--- src/rtl/uart_tx_arbiter_if.sv ---
// Requester and transmitter handshake bundle for uart_tx_arbiter.
// master = arbiter view, slave = requesters plus transmitter view.
interface uart_tx_arbiter_if #(
    parameter int NUM_REQ    = 4,
    parameter int DATA_WIDTH = 8,
    parameter int IDW        = $clog2(NUM_REQ)
);
    logic [NUM_REQ-1:0]            req_valid;
    logic [NUM_REQ*DATA_WIDTH-1:0] req_data;
    logic [NUM_REQ-1:0]            req_ready;
    logic [DATA_WIDTH-1:0]         tx_data;
    logic                          tx_valid;
    logic                          tx_ready;
    logic                          tx_done;
    logic [IDW-1:0]                grant_id;
    logic                          busy;

    modport master (
        input  req_valid, req_data, tx_ready, tx_done,
        output req_ready, tx_data, tx_valid, grant_id, busy
    );

    modport slave (
        output req_valid, req_data, tx_ready, tx_done,
        input  req_ready, tx_data, tx_valid, grant_id, busy
    );
endinterface

--- src/rtl/uart_tx_arbiter.sv ---
// Round-robin arbiter sharing one UART transmitter, one frame per grant.
// Define UART_TX_ARB_BURST_EN to let a requester keep the line for up to MAX_BURST frames.
module uart_tx_arbiter #(
    parameter int NUM_REQ    = 4,
    parameter int DATA_WIDTH = 8,
    parameter int MAX_BURST  = 4,
    parameter int IDW        = $clog2(NUM_REQ)
) (
    input  logic               clk,
    input  logic               rst_n,
    uart_tx_arbiter_if.master  bus
);
    // state       | meaning
    // S_IDLE      | line free, arbitrate when transmitter is ready
    // S_LAUNCH    | tx_valid high until transmitter drops tx_ready
    // S_WAIT_DONE | frame in flight, wait for tx_done
    typedef enum logic [1:0] {S_IDLE, S_LAUNCH, S_WAIT_DONE} state_t;

    if (NUM_REQ < 2 || NUM_REQ > 8) begin : g_bad_num_req
        $error("uart_tx_arbiter: NUM_REQ must be 2..8");
    end
    if (MAX_BURST < 1 || MAX_BURST > 15) begin : g_bad_max_burst
        $error("uart_tx_arbiter: MAX_BURST must be 1..15");
    end

    state_t                state_q, state_d;
    logic [NUM_REQ-1:0]    req_ready_q, req_ready_d;
    logic [DATA_WIDTH-1:0] tx_data_q, tx_data_d;
    logic                  tx_valid_q, tx_valid_d;
    logic                  busy_q, busy_d;
    logic [IDW-1:0]        grant_q, grant_d;
    logic [IDW-1:0]        last_q, last_d;
    logic [IDW-1:0]        cand, rr_win, win;
    logic                  rr_found;
`ifdef UART_TX_ARB_BURST_EN
    logic [3:0]            burst_q, burst_d;
    logic                  keep;
`endif

    always_comb begin
        rr_found = 1'b0;
        rr_win   = '0;
        cand     = '0;
        for (int k = 1; k <= NUM_REQ; k++) begin
            cand = IDW'((int'(last_q) + k) % NUM_REQ);
            if (!rr_found && bus.req_valid[cand]) begin
                rr_found = 1'b1;
                rr_win   = cand;
            end
        end
    end

    always_comb begin
        state_d     = state_q;
        req_ready_d = '0;
        tx_data_d   = tx_data_q;
        tx_valid_d  = tx_valid_q;
        busy_d      = busy_q;
        grant_d     = grant_q;
        last_d      = last_q;
        win         = rr_win;
`ifdef UART_TX_ARB_BURST_EN
        burst_d     = burst_q;
        // last_q differs from grant_q only straight after reset, so the first grant is never a repeat
        keep        = (last_q == grant_q) && bus.req_valid[grant_q] &&
                      (burst_q < 4'(MAX_BURST - 1));
        if (keep) win = grant_q;
`endif
        case (state_q)
            S_IDLE: begin
                if (bus.tx_ready && rr_found) begin
                    state_d          = S_LAUNCH;
                    req_ready_d[win] = 1'b1;
                    tx_data_d        = bus.req_data[win*DATA_WIDTH +: DATA_WIDTH];
                    tx_valid_d       = 1'b1;
                    busy_d           = 1'b1;
                    grant_d          = win;
`ifdef UART_TX_ARB_BURST_EN
                    burst_d          = keep ? burst_q + 4'd1 : 4'd0;
`endif
                end
            end
            S_LAUNCH: begin
                if (!bus.tx_ready) begin
                    tx_valid_d = 1'b0;
                    state_d    = S_WAIT_DONE;
                end
            end
            S_WAIT_DONE: begin
                if (bus.tx_done) begin
                    last_d  = grant_q;
                    busy_d  = 1'b0;
                    state_d = S_IDLE;
                end
            end
            default: state_d = S_IDLE;
        endcase
    end

    always_ff @(posedge clk or negedge rst_n) begin
        if (!rst_n) begin
            state_q     <= S_IDLE;
            req_ready_q <= '0;
            tx_data_q   <= '0;
            tx_valid_q  <= 1'b0;
            busy_q      <= 1'b0;
            grant_q     <= '0;
            last_q      <= IDW'(NUM_REQ - 1);
`ifdef UART_TX_ARB_BURST_EN
            burst_q     <= 4'd0;
`endif
        end else begin
            state_q     <= state_d;
            req_ready_q <= req_ready_d;
            tx_data_q   <= tx_data_d;
            tx_valid_q  <= tx_valid_d;
            busy_q      <= busy_d;
            grant_q     <= grant_d;
            last_q      <= last_d;
`ifdef UART_TX_ARB_BURST_EN
            burst_q     <= burst_d;
`endif
        end
    end

    assign bus.req_ready = req_ready_q;
    assign bus.tx_data   = tx_data_q;
    assign bus.tx_valid  = tx_valid_q;
    assign bus.busy      = busy_q;
    assign bus.grant_id  = grant_q;
endmodule

--- src/flat_wrapper.sv ---
// flat-port wrapper written by rule: the top's interface ports become plain ports
module uart_tx_arbiter_flat 
#(
    parameter int NUM_REQ    = 4,
    parameter int DATA_WIDTH = 8,
    parameter int MAX_BURST  = 4,
    parameter int IDW        = $clog2(NUM_REQ)
)
  (clk, rst_n, bus_req_valid, bus_req_data, bus_tx_ready, bus_tx_done, bus_req_ready, bus_tx_data, bus_tx_valid, bus_grant_id, bus_busy);
  uart_tx_arbiter_if #(.NUM_REQ(NUM_REQ), .DATA_WIDTH(DATA_WIDTH), .IDW(IDW)) bus_i ();
  input  logic clk;
  input  logic rst_n;
  input wire logic [$bits(bus_i.req_valid)-1:0] bus_req_valid;
  input wire logic [$bits(bus_i.req_data)-1:0] bus_req_data;
  input wire logic [$bits(bus_i.tx_ready)-1:0] bus_tx_ready;
  input wire logic [$bits(bus_i.tx_done)-1:0] bus_tx_done;
  output wire logic [$bits(bus_i.req_ready)-1:0] bus_req_ready;
  output wire logic [$bits(bus_i.tx_data)-1:0] bus_tx_data;
  output wire logic [$bits(bus_i.tx_valid)-1:0] bus_tx_valid;
  output wire logic [$bits(bus_i.grant_id)-1:0] bus_grant_id;
  output wire logic [$bits(bus_i.busy)-1:0] bus_busy;
  assign bus_i.req_valid = bus_req_valid;
  assign bus_i.req_data = bus_req_data;
  assign bus_i.tx_ready = bus_tx_ready;
  assign bus_i.tx_done = bus_tx_done;
  assign bus_req_ready = bus_i.req_ready;
  assign bus_tx_data = bus_i.tx_data;
  assign bus_tx_valid = bus_i.tx_valid;
  assign bus_grant_id = bus_i.grant_id;
  assign bus_busy = bus_i.busy;
  uart_tx_arbiter #(.NUM_REQ(NUM_REQ), .DATA_WIDTH(DATA_WIDTH), .MAX_BURST(MAX_BURST), .IDW(IDW)) u_core (.clk(clk), .rst_n(rst_n), .bus(bus_i));
endmodule
--- config.mk ---
export PLATFORM = sky130hd
export DESIGN_NAME = uart_tx_arbiter_flat
export DESIGN_NICKNAME = d
export VERILOG_FILES = /design/src/rtl/uart_tx_arbiter_if.sv /design/src/rtl/uart_tx_arbiter.sv /design/src/flat_wrapper.sv
export SDC_FILE = /design/constraint.sdc
export NUM_CORES = 1
export LEC_CHECK = 0
export ABC_AREA = 0
export CORE_ASPECT_RATIO = 0.7
export CORE_MARGIN = 4
export CORE_UTILIZATION = 39
export DETAILED_ROUTE_END_ITERATION = 8
export GPL_TIMING_DRIVEN = 0
export PLACE_DENSITY_LB_ADDON = 0.3
export SLEW_MARGIN = 5
export SYNTH_ARGS = -nofsm -noshare
export SYNTH_HDL_FRONTEND = slang
export SYNTH_SLANG_ARGS = --single-unit
--- constraint.sdc ---
create_clock -name clk -period 2.33 [get_ports clk]
set_input_delay 0.3495 -clock clk [delete_from_list [all_inputs] [get_ports clk]]
set_output_delay 0.3495 -clock clk [all_outputs]
set_load 0.01 [all_outputs]
# After elaboration in Yosys (flattened, before gate mapping)
# Index checks and enable logic that the tools add are counted.
# word_totals
reg_bits	20
latch_bits	0
ram_bits	0
mem_bits_ro	0
inputBits	40
memories	0
# classes
n_addsub	4
mul	0
div_mod_pow	0
order_cmp	6
n_eq_ne	5
shift	1
muxes	29
bitwise	0
reduce_logical	16
# op_table
cell	count
32-bit by 6-bit variable part select with 8-bit output	1
2-bit by 3-bit less-than comparator with 1-bit output, second input constant	5
2-bit 2-to-1 mux	7
1-bit 2-to-1 mux	12
3-bit AND reduction	3
1-bit binary-select mux with 2-bit select	4
4-bit 2-to-1 mux	2
2-bit case mux with 3 select lines	1
1-bit logical AND	5
2-bit by 1-bit adder with 2-bit output, second input constant	2
2-bit adder, second input constant	2
2-bit != test, second input constant	2
1-bit case mux with 2 select lines	2
2-bit AND reduction	2
2-bit nonzero test	2
1-bit logical NOT	3
1-bit demux with 2-bit select	1
2-bit by 1-bit equality test with 1-bit output, second input constant	1
2-bit equality test, second input constant	1
2-bit by 1-bit >= comparator with 1-bit output, second input constant	1
2-bit logical NOT	1
2-bit by 1-bit != test with 1-bit output, second input constant	1

# Longest topological paths before layout
# Gate-level depths: netlist (run 1).
# depth
ltp_word	19
mapped_depth	6
depth_no_buf	5

# Worst setup path before layout (run 1)
# OpenSTA, ideal clock, no wires.
# synth_path
kind	input-to-reg
startpoint	input bus_req_valid[3]
endpoint	register u_core.tx_data_q[0] (netlist: u_core.bus.tx_data[0])
setup_time_ns	0.094
arrival_ns	1.711
t_required_ns	2.236
setup_slack_ns	0.526
path_stages	6
cell_sequence	or4_1 and3b_1 nor2b_4 and2_1 buf_6 a221oi_2
# synth_via
elab_chain_cells	14
word_cells_on_any_way	25
# synth_rtl
element	line_no	text
start: declaration	flat_wrapper.sv:13	input wire logic [$bits(bus_i.req_valid)-1:0] bus_req_valid;
branches (longest 14 deep; another with 1-bit binary-select mux with 2-bit select)	--	
end signal: assignment	uart_tx_arbiter.sv:115	tx_data_q <= tx_data_d;
end: declaration	uart_tx_arbiter.sv:28	logic [DATA_WIDTH-1:0] tx_data_q, tx_data_d;
# Several ways; the timed one is not identified. The select of a mux whose other input is x is not followed.
# A chain may end at the register's enable or synchronous reset.

# Worst setup path after layout (run 1)
# layout_path
startpoint	input bus_req_valid[3]
endpoint	register u_core.tx_data_q[4] (netlist: u_core.bus.tx_data[4])
# The elaborated chain is that of the path after synthesis.

==> results.cfg, run 1 <==
[sta]
hold_ws_ps = 494.3
drv_slew = 0
relSlewSlack_pct = 41.91
hold_viol_final = 0
rsz0062_at_grt = false
fmax_mhz = 453.9
finalSetupViolCount = 0
period_share_pct = 94.56
layout_min_cycle_time_ps = 2203
fin_skew_ps = 2.720
worstMarginPinSlew_ps = 868.7

[layout]
fin_nets = 196
fin_area_mm2 = 0.001735
fill_cells = 188
fin_cells = 189
final_util_pct = 67.49
n_antenna_cell = 0
drive_above_1_share_pct = 12.90
area_growth_pct = 58.15

[worst_setup_path]
path_max_fanout = 10
critPathKind = primary input to flop
crit_required_ps = 2490
cp-end-kind = flop
cp-start-kind = primary input
critical_path_arrival_ps = 2370

[synthesis]
netlist_area_mm2 = 0.001097
ys_warn_count = 0
synth_common_cells = dfrtp_1 (18), mux2i_1 (17), nor2_1 (13)
synth-edff-count = 0
synthCells = 96
yosysTopAreaCellShare_pct = 41.05
yosys_most_used_dff = dfrtp_1
yosysSeqAreaShare_pct = 45.84
synth_top_cell_by_area = dfrtp_1
synth_most_common_cell = dfrtp_1
synth_area_leaders = dfrtp_1 (41%), mux2i_1 (16%), a221oi_2 (11%)
yosysUniqueCellTypes = 25
synth.avg_cell_area_um2 = 11.43
ys_ff_latch = 20
synth_fp_nets = 136
async_flop_share_pct = 100.0

[placement]
port-buffer-count = 55
dp.cells = 185
gp_congestion = 0.6898
placed_area_mm2 = 0.001690
dp_hpwl_mm = 2.358

[run_status]
status = complete, no violations

[clocking]
cts_tree = built
htree_num_levels = 1
cts_hold_buf = 0
numCtsBuffers = 3
post_cts_buffers = 0
path_clk_slew_ps = 70
cts_buffer_depth = 2
worstSkewPairLatency_ps = 260
cts-resized-gates = 0
cts.sinks = 20
root_buffer = clkbuf_8

[job]
cap_violations = 0

[route]
via_per_inst = 5.238
routed-via-count = 990
routedWlPerCell_um = 15.12
drt-initial-drc-count = 43
drc = 0
antenna_left = 0
wirelength_mm = 2.857
first_pass_iters = 4

[global_route]
grt_usage_pct = 15.89
grt_pass1_vias = 997
antenna_found_initial = 0
grtUsageMet3_pct = 5.556
gr-max-usage-layer = met2
grt_max_degree = 21
gr-usage-met1_pct = 17.31
grt_use_met2_pct = 29.73
grt_pass1_wl_mm = 4.491
grt.overflow.total = 0

[floorplan]
die_area_mm2 = 0.003740
num_rows = 15
io_pins = 56
core_area_mm2 = 0.002571
start_util_pct = 42.68
die_h_um = 52.38
fp.dieW_um = 71.40

[power_and_ir_drop]
power.leakage_nw = 0.7357
ir_drop_mv = 0.6439
fin_total_pwr_mw = 1.587
power.density_mw_per_mm2 = 914.4

[worst_hold_path]
min_path_type = flop to flop
==> path summary, 6_finish.rpt <==
| path | startpoint | endpoint | slack, ps | cells past startpoint |
|---|---|---|---|---|
| setup / recovery | bus_req_valid[3] | u_core.bus.tx_data[4] | 130 | 7 |
| hold / removal | u_core.bus.busy | u_core.bus.busy | 490 | 1 |
| setup reg to reg | u_core.last_q[1] | u_core.bus.tx_data[4] | 160 | 6 |
| hold reg to reg | u_core.bus.busy | u_core.bus.busy | 490 | 1 |
| max in group asynchronous | rst_n | u_core.bus.grant_id[1] | 1210 | 1 |
| min in group asynchronous | rst_n | u_core.bus.tx_valid | 590 | 1 |
==> stage by stage <==
stage / setup WS, ps / setup TNS [ps]
2_1_floorplan: 525.7 / 0
6_report: 126.7 / 0
5_1_grt: 14.43 / 0
3_5_place_dp: -133.4 / -1249
4_1_cts: 137.5 / 0
3_3_place_gp: -57.22 / -440.6
==> final cells by class <==
class,count,area [µm²],area share [%]
Buffer,5,35.03,2.019
Tap cell,34,42.54,2.451
Clock buffer,4,45.04,2.596
Inverter,2,7.507,0.4326
Sequential cell,20,503.0,28.98
Multi-Input combinational cell,69,551.8,31.80
Timing Repair Buffer,55,550.5,31.72
==> critical path: stages <==
cell and delay (ps):
clkdlybuf4s50_1 470, or4_1 590, and3b_1 230, nor2b_4 140, nor2b_1 150, buf_6 180, a221oi_2 250
==> per-layer routing <==
layer  part of all wire [%]  vias up  wire length (µm)
li1                       -      473                 -
met1                     38      476              1085
met2                     54       39              1556
met3                    7.1        2               202
met4                   0.42        0                12
met5                      0        -                 0
==> flip-flops by register name, indices dropped and copies added (netlist names) <==
signal	cells
u_core.bus.tx_valid	1
u_core.last_q	2
u_core.bus.req_ready	4
u_core.state_q	2
u_core.bus.tx_data	8
u_core.bus.grant_id	2
u_core.bus.busy	1
==> where the power goes <==
| group | internal (mW) | switching (mW) |
|---|---|---|
| clock | 0.122 | 0.110 |
| combinational | 0.444 | 0.337 |
| sequential | 0.484 | 0.0915 |
==> layout by cell type, fill, tap and decap left out <==
cell and instances:
a211oi_1 1, a21o_1 1, a21oi_1 3, a221oi_2 8, a22o_1 1, and2_1 2, and3_1 1, and3b_1 1
buf_2 1, buf_6 2, clkbuf_1 3, clkbuf_8 3, clkdlybuf4s50_1 55, dfrtp_1 18, dfstp_2 2, inv_1 2
mux2_2 3, mux2i_1 17, nand2_1 2, nand2b_1 2, nand3b_1 2, nor2_1 13, nor2b_1 3, nor2b_4 1
nor3b_1 1, o21ai_0 6, or4_1 1
==> cells by family after synthesis <==
logic type      count (synthesis)  synth area share, %
buf+inv                         7                3.877
simple gates                   29                14.48
flops                          20                45.84
mux                            20                18.59
compound gates                 20                17.22
No activity file was read; power rests on OpenSTA's default activity.
==> run 2: changes to the inputs <==
CORE_UTILIZATION = 41   (was 39)
CTS_BUF_LIST = sky130_fd_sc_hd__clkbuf_2   (was default)
==> run 2 against run 1 <==
Against the previous run:
- fmax up 2.4%
- final area down 1.4%
- routed wire length up 5.5%
- setup slack better by 51 ps
- combinational power up 2%
- utilization up 0.52 points
- sequential power about the same
- sequential share of layout area up 0.42 points
- register-to-register slack better by 130 ps
- global-route usage up 1.3 points
- total power down 5.0%
- clock skew up 9.3 ps
- critical path type unchanged
- critical endpoint is now u_core.bus.tx_data[3]
- largest cell class unchanged
==> results.cfg, run 2 (synthesis gave the netlist of run 1 again) <==
[power_and_ir_drop]
ir_drop_mv = 0.5448
p_clk_share_pct = 9.5
p_comb_share_pct = 52.6
power.leakage_nw = 0.7300
pwr-share-seq_pct = 37.9
power.density_mw_per_mm2 = 881.4
fin_total_pwr_mw = 1.508
swShare_pct = 36.05
power.internal_mw = 0.9641
switching_power_mw = 0.5436

[sta]
worstMarginPinSlew_ps = 882.8
hold_viol_final = 0
finalSetupViolCount = 0
fin_skew_ps = 12.01
period_share_pct = 92.37
fin_ws_ps = 177.8
drv_slew = 0
relSlewSlack_pct = 40.96
rsz0062_at_grt = false
layout_min_cycle_time_ps = 2152
fmax_mhz = 464.6

[floorplan]
start_util_pct = 43.63
num_rows = 15
die_area_mm2 = 0.003581
core_area_mm2 = 0.002515
io_pins = 56
fp.dieW_um = 69.84
die_h_um = 51.29

[layout]
final_cell_mix = clkdlybuf4s50_1 (55), dfrtp_1 (18), mux2i_1 (17)
fill_cells = 199
layout_commonest_cell = clkdlybuf4s50_1
n_antenna_cell = 0
fin_area_mm2 = 0.001710
largest_register_ffs = 8
fin_nets = 196
area_growth_pct = 55.87
drive_above_1_share_pct = 13.55
multi_input_area_um2 = 551.8
ff_latch_area_um2 = 503.0
fin_cells = 189

[route]
first_pass_iters = 4
routedWlPerCell_um = 15.94
drc = 0
via_per_inst = 5.233
wirelength_mm = 3.013
antenna_left = 0
drt-initial-drc-count = 19
routed-via-count = 989

[clocking]
worstSkewPairLatency_ps = 310
cts_hold_buf = 0
path_clk_slew_ps = 190
cts.sinks = 20
root_buffer = clkbuf_2
cts_buffer_depth = 2
numCtsBuffers = 3
htree_num_levels = 1
cts_tree = built

[worst_hold_path]
min_path_type = primary input to asynchronous set/reset pin

[global_route]
grt_usage_pct = 17.16
grt_pass1_vias = 1044
grt_use_met2_pct = 30.25
antenna_found_initial = 0
grt_pass1_wl_mm = 4.767
grtUsageMet3_pct = 5.108
grt.overflow.total = 0
gr-usage-met1_pct = 20.17
gr-max-usage-layer = met2
grt_max_degree = 21

[worst_setup_path]
reg2reg_depth = 6
critPathKind = primary input to flop
cp-start-kind = primary input
critical_path_arrival_ps = 2380
crit_required_ps = 2560
cp-end-kind = flop
path_max_fanout = 10

[run_status]
status = complete, no violations

[placement]
post-place-ws_ps = -196.5
port-buffer-count = 55
dp.cells = 185
gp_congestion = 0.7091
dp_hpwl_mm = 2.372
placed_area_mm2 = 0.001690

[job]
cap_violations = 0
## run 2: cell types whose count changed in the layout (fill, tap and decap cells not counted), sizes merged
cell / before / now
clkbuf: 6 / 5
clkinv: 0 / 1
## run 2: worst paths after layout
path | from | to | slack [ps]
setup / recovery | bus_req_valid[3] | u_core.bus.tx_data[3] | 180
hold / removal | rst_n | u_core.bus.grant_id[1] | 500
setup reg to reg | u_core.last_q[1] | u_core.bus.tx_data[4] | 290
hold reg to reg | u_core.bus.busy | u_core.bus.busy | 520
max in group asynchronous | rst_n | u_core.bus.tx_data[3] | 1280
min in group clk | u_core.bus.busy | u_core.bus.busy | 520
## run 2: per-stage QoR
stage / setup TNS (ps) / utilization [%] / hold slack (ps)
2_1_floorplan: 0 / - / 53.91
3_3_place_gp: -456.0 / 67.21 / 465.8
3_5_place_dp: -1604 / 67.21 / 483.5
4_1_cts: 0 / 67.96 / 521.6
5_1_grt: 0 / 68.01 / 557.0
6_report: 0 / 68.01 / 498.3
## run 2: final cells by class
class,count,share of cell area [%]
buffer,5,2.121
timing repair buffer,55,32.19
inverter,2,0.4389
sequential,20,29.41
clock buffer,3,0.8778
tap,34,2.487
clock inverter,1,0.2195
multi-input combinational,69,32.26
## run 2: what timing repair did
| item | 4_1_cts | 5_1_grt |
|---|---|---|
| setup endpoints to repair | 0 | 5 |
| gates resized for setup | 0 | 2 |
| setup buffers | 0 | 0 |
## run 2: routing by layer
layer,vias to the layer above,share of wire [%]
li1,471,-
met1,481,40
met2,29,52
met3,8,4.4
met4,0,2.8
met5,-,0
## run 2: critical path, stage by stage
cell             delay [ps]
clkdlybuf4s50_1         490
or4_1                   600
and3b_1                 220
nor2b_4                 150
nor2b_1                 150
buf_6                   180
a221oi_2                240
## run 2: power by group through the flow
stage          sequential (mW)  clock (mW)  combinational, mW
2_1_floorplan            0.611           0              0.383
3_3_place_gp             0.568           0              0.767
3_5_place_dp             0.573           0              0.792
4_1_cts                  0.570       0.148              0.798
5_1_grt                  0.588       0.161              0.849
6_report                 0.572       0.143              0.793
==> run 3: changes to the inputs <==
CORE_MARGIN = default   (was 4)
SLEW_MARGIN = default   (was 5)
clock period = 2.1 ns   (was 2.33 ns; I/O delays follow)
==> run 3 against run 2 <==
Against the previous run:
- sequential share of layout area is 0.19 points lower
- clock power increased by 11%
- combinational power grew 10%
- clock skew shrank 6.1 ps
- routed wire length fell by 12%
- utilization up 0.96 points
- critical path type unchanged
- largest cell class unchanged
==> results.cfg, run 3 (synthesis gave the netlist of run 1 again) <==
[route]
routedWlPerCell_um = 14.02
wl_met3_um = 103
drc = 0
wl_met2_mm = 1.321
met1_length_mm = 1.205
via_per_inst = 5.196
drt-initial-drc-count = 23
routed-via-count = 982
wirelength_mm = 2.650
first_pass_iters = 4
maxUsedRoutingLayer = met4
antenna_left = 0

[sta]
rsz0062_at_grt = false
period_share_pct = 94.50
drv_slew = 0
fmax_mhz = 503.9
relSlewSlack_pct = 39.81
fin_ws_ps = 115.6
layout_min_cycle_time_ps = 1984
hold_viol_final = 0
worstMarginPinSlew_ps = 900.1
finalSetupViolCount = 0
hold_ws_ps = 479.6
setup-tns-final_ps = 0
fin_skew_ps = 5.922

[worst_setup_path]
crit_required_ps = 2340
reg2reg_depth = 6
rrSetupSlack_ps = 120
critical_path_arrival_ps = 2230
path_max_fanout = 10
r2r_start = u_core.last_q[1]
cp-end-kind = flop
cp-start-kind = primary input
r2r-end = u_core.bus.tx_data[3]
critPathKind = primary input to flop

[clocking]
worstSkewPairLatency_ps = 310
htree_num_levels = 1
cts_tree = built
root_buffer = clkbuf_2
cts.sinks = 20
numCtsBuffers = 3
post_cts_buffers = 0
path_clk_slew_ps = 190
cts_buffer_depth = 2
cts_hold_buf = 0

[placement]
dp_hpwl_mm = 2.116
port-buffer-count = 55
post-place-ws_ps = -357.6
dp.cells = 185
gp_congestion = 0.6836

[floorplan]
io_pins = 56
die_h_um = 45.29
fp.dieW_um = 63.84
die_area_mm2 = 0.002891
start_util_pct = 43.96
core_area_mm2 = 0.002496
num_rows = 15

[layout]
n_antenna_cell = 0
fin_cells = 189
fill_cells = 177
drive_above_1_share_pct = 14.19
area_growth_pct = 56.90
layout_commonest_cell = clkdlybuf4s50_1
final_util_pct = 68.97
fin_nets = 196
final_cell_mix = clkdlybuf4s50_1 (54), dfrtp_1 (18), mux2i_1 (17)
largest_register_ffs = 8

[power_and_ir_drop]
ir_drop_mv = 0.5460
power.leakage_nw = 0.7420
power.density_mw_per_mm2 = 966.9

[worst_hold_path]
min_path_type = primary input to asynchronous set/reset pin

[global_route]
grt_pass1_vias = 934
grt.overflow.total = 0
antenna_found_initial = 0
grt_max_degree = 21
grt_pass1_wl_mm = 4.146
grt_usage_pct = 19.50

[run_status]
status = complete, no violations

[job]
cap_violations = 0
[run 3: worst max path at each step]
stage | from | end | slack (ps) | cells past startpoint
CTS | u_core.last_q[1] | u_core.bus.tx_data[6] | 10 | 6
floorplan | u_core.last_q[1] | u_core.bus.tx_data[2] | 300 | 6
finish | bus_req_valid[2] | u_core.bus.tx_data[3] | 120 | 7
global placement | bus_req_valid[0] | u_core.bus.tx_data[4] | -260 | 7
detailed placement | bus_req_valid[0] | u_core.bus.tx_data[3] | -360 | 7
global route | u_core.last_q[1] | u_core.bus.tx_data[3] | 5 | 6
[run 3: critical path: stages]
cell             delay (ps)
clkdlybuf4s50_1         460
or4_4                   540
and3b_1                 210
nor2b_4                 150
nor2b_1                 140
buf_6                   170
a221oi_2                240
[run 3: final cells by class]
class	instances	area [µm²]	area share, %
Buffer	5	41.29	2.398
Clock buffer	3	15.01	0.8721
Clock inverter	1	3.754	0.2180
Inverter	2	7.507	0.4360
Multi-Input combinational cell	69	555.5	32.27
Sequential cell	20	503.0	29.22
Tap cell	34	42.54	2.471
Timing Repair Buffer	55	553.0	32.12
[run 3: metrics by stage]
| step | power, mW | area (µm²) |
|---|---|---|
| 6_report | 1.665 | 1722 |
| 5_1_grt | 1.767 | 1722 |
| 4_1_cts | 1.674 | 1710 |
| 3_5_place_dp | 1.512 | 1690 |
| 3_3_place_gp | 1.477 | 1690 |
| 2_1_floorplan | 1.102 | 1097 |
[run 3: per-layer routing]
metal / track usage, % / vias to the layer above
li1: - / 469
met1: 23.44 / 480
met2: 33.83 / 29
met3: 5.808 / 4
met4: 7.273 / 0
met5: 0 / -
[run 3: what timing repair did]
action | 4_1_cts | 5_1_grt
cloned | 0 | 0
endpoints found under the setup margin | 5 | 8
resized for setup | 1 | 6
hold endpoints to repair | 0 | 0
[run 3: power breakdown]
part	internal, mW	total, mW	switching, mW
Sequential	0.534	0.630	0.0963
Clock	0.0414	0.159	0.118
Combinational	0.503	0.875	0.373
Total	1.08	1.66	0.587
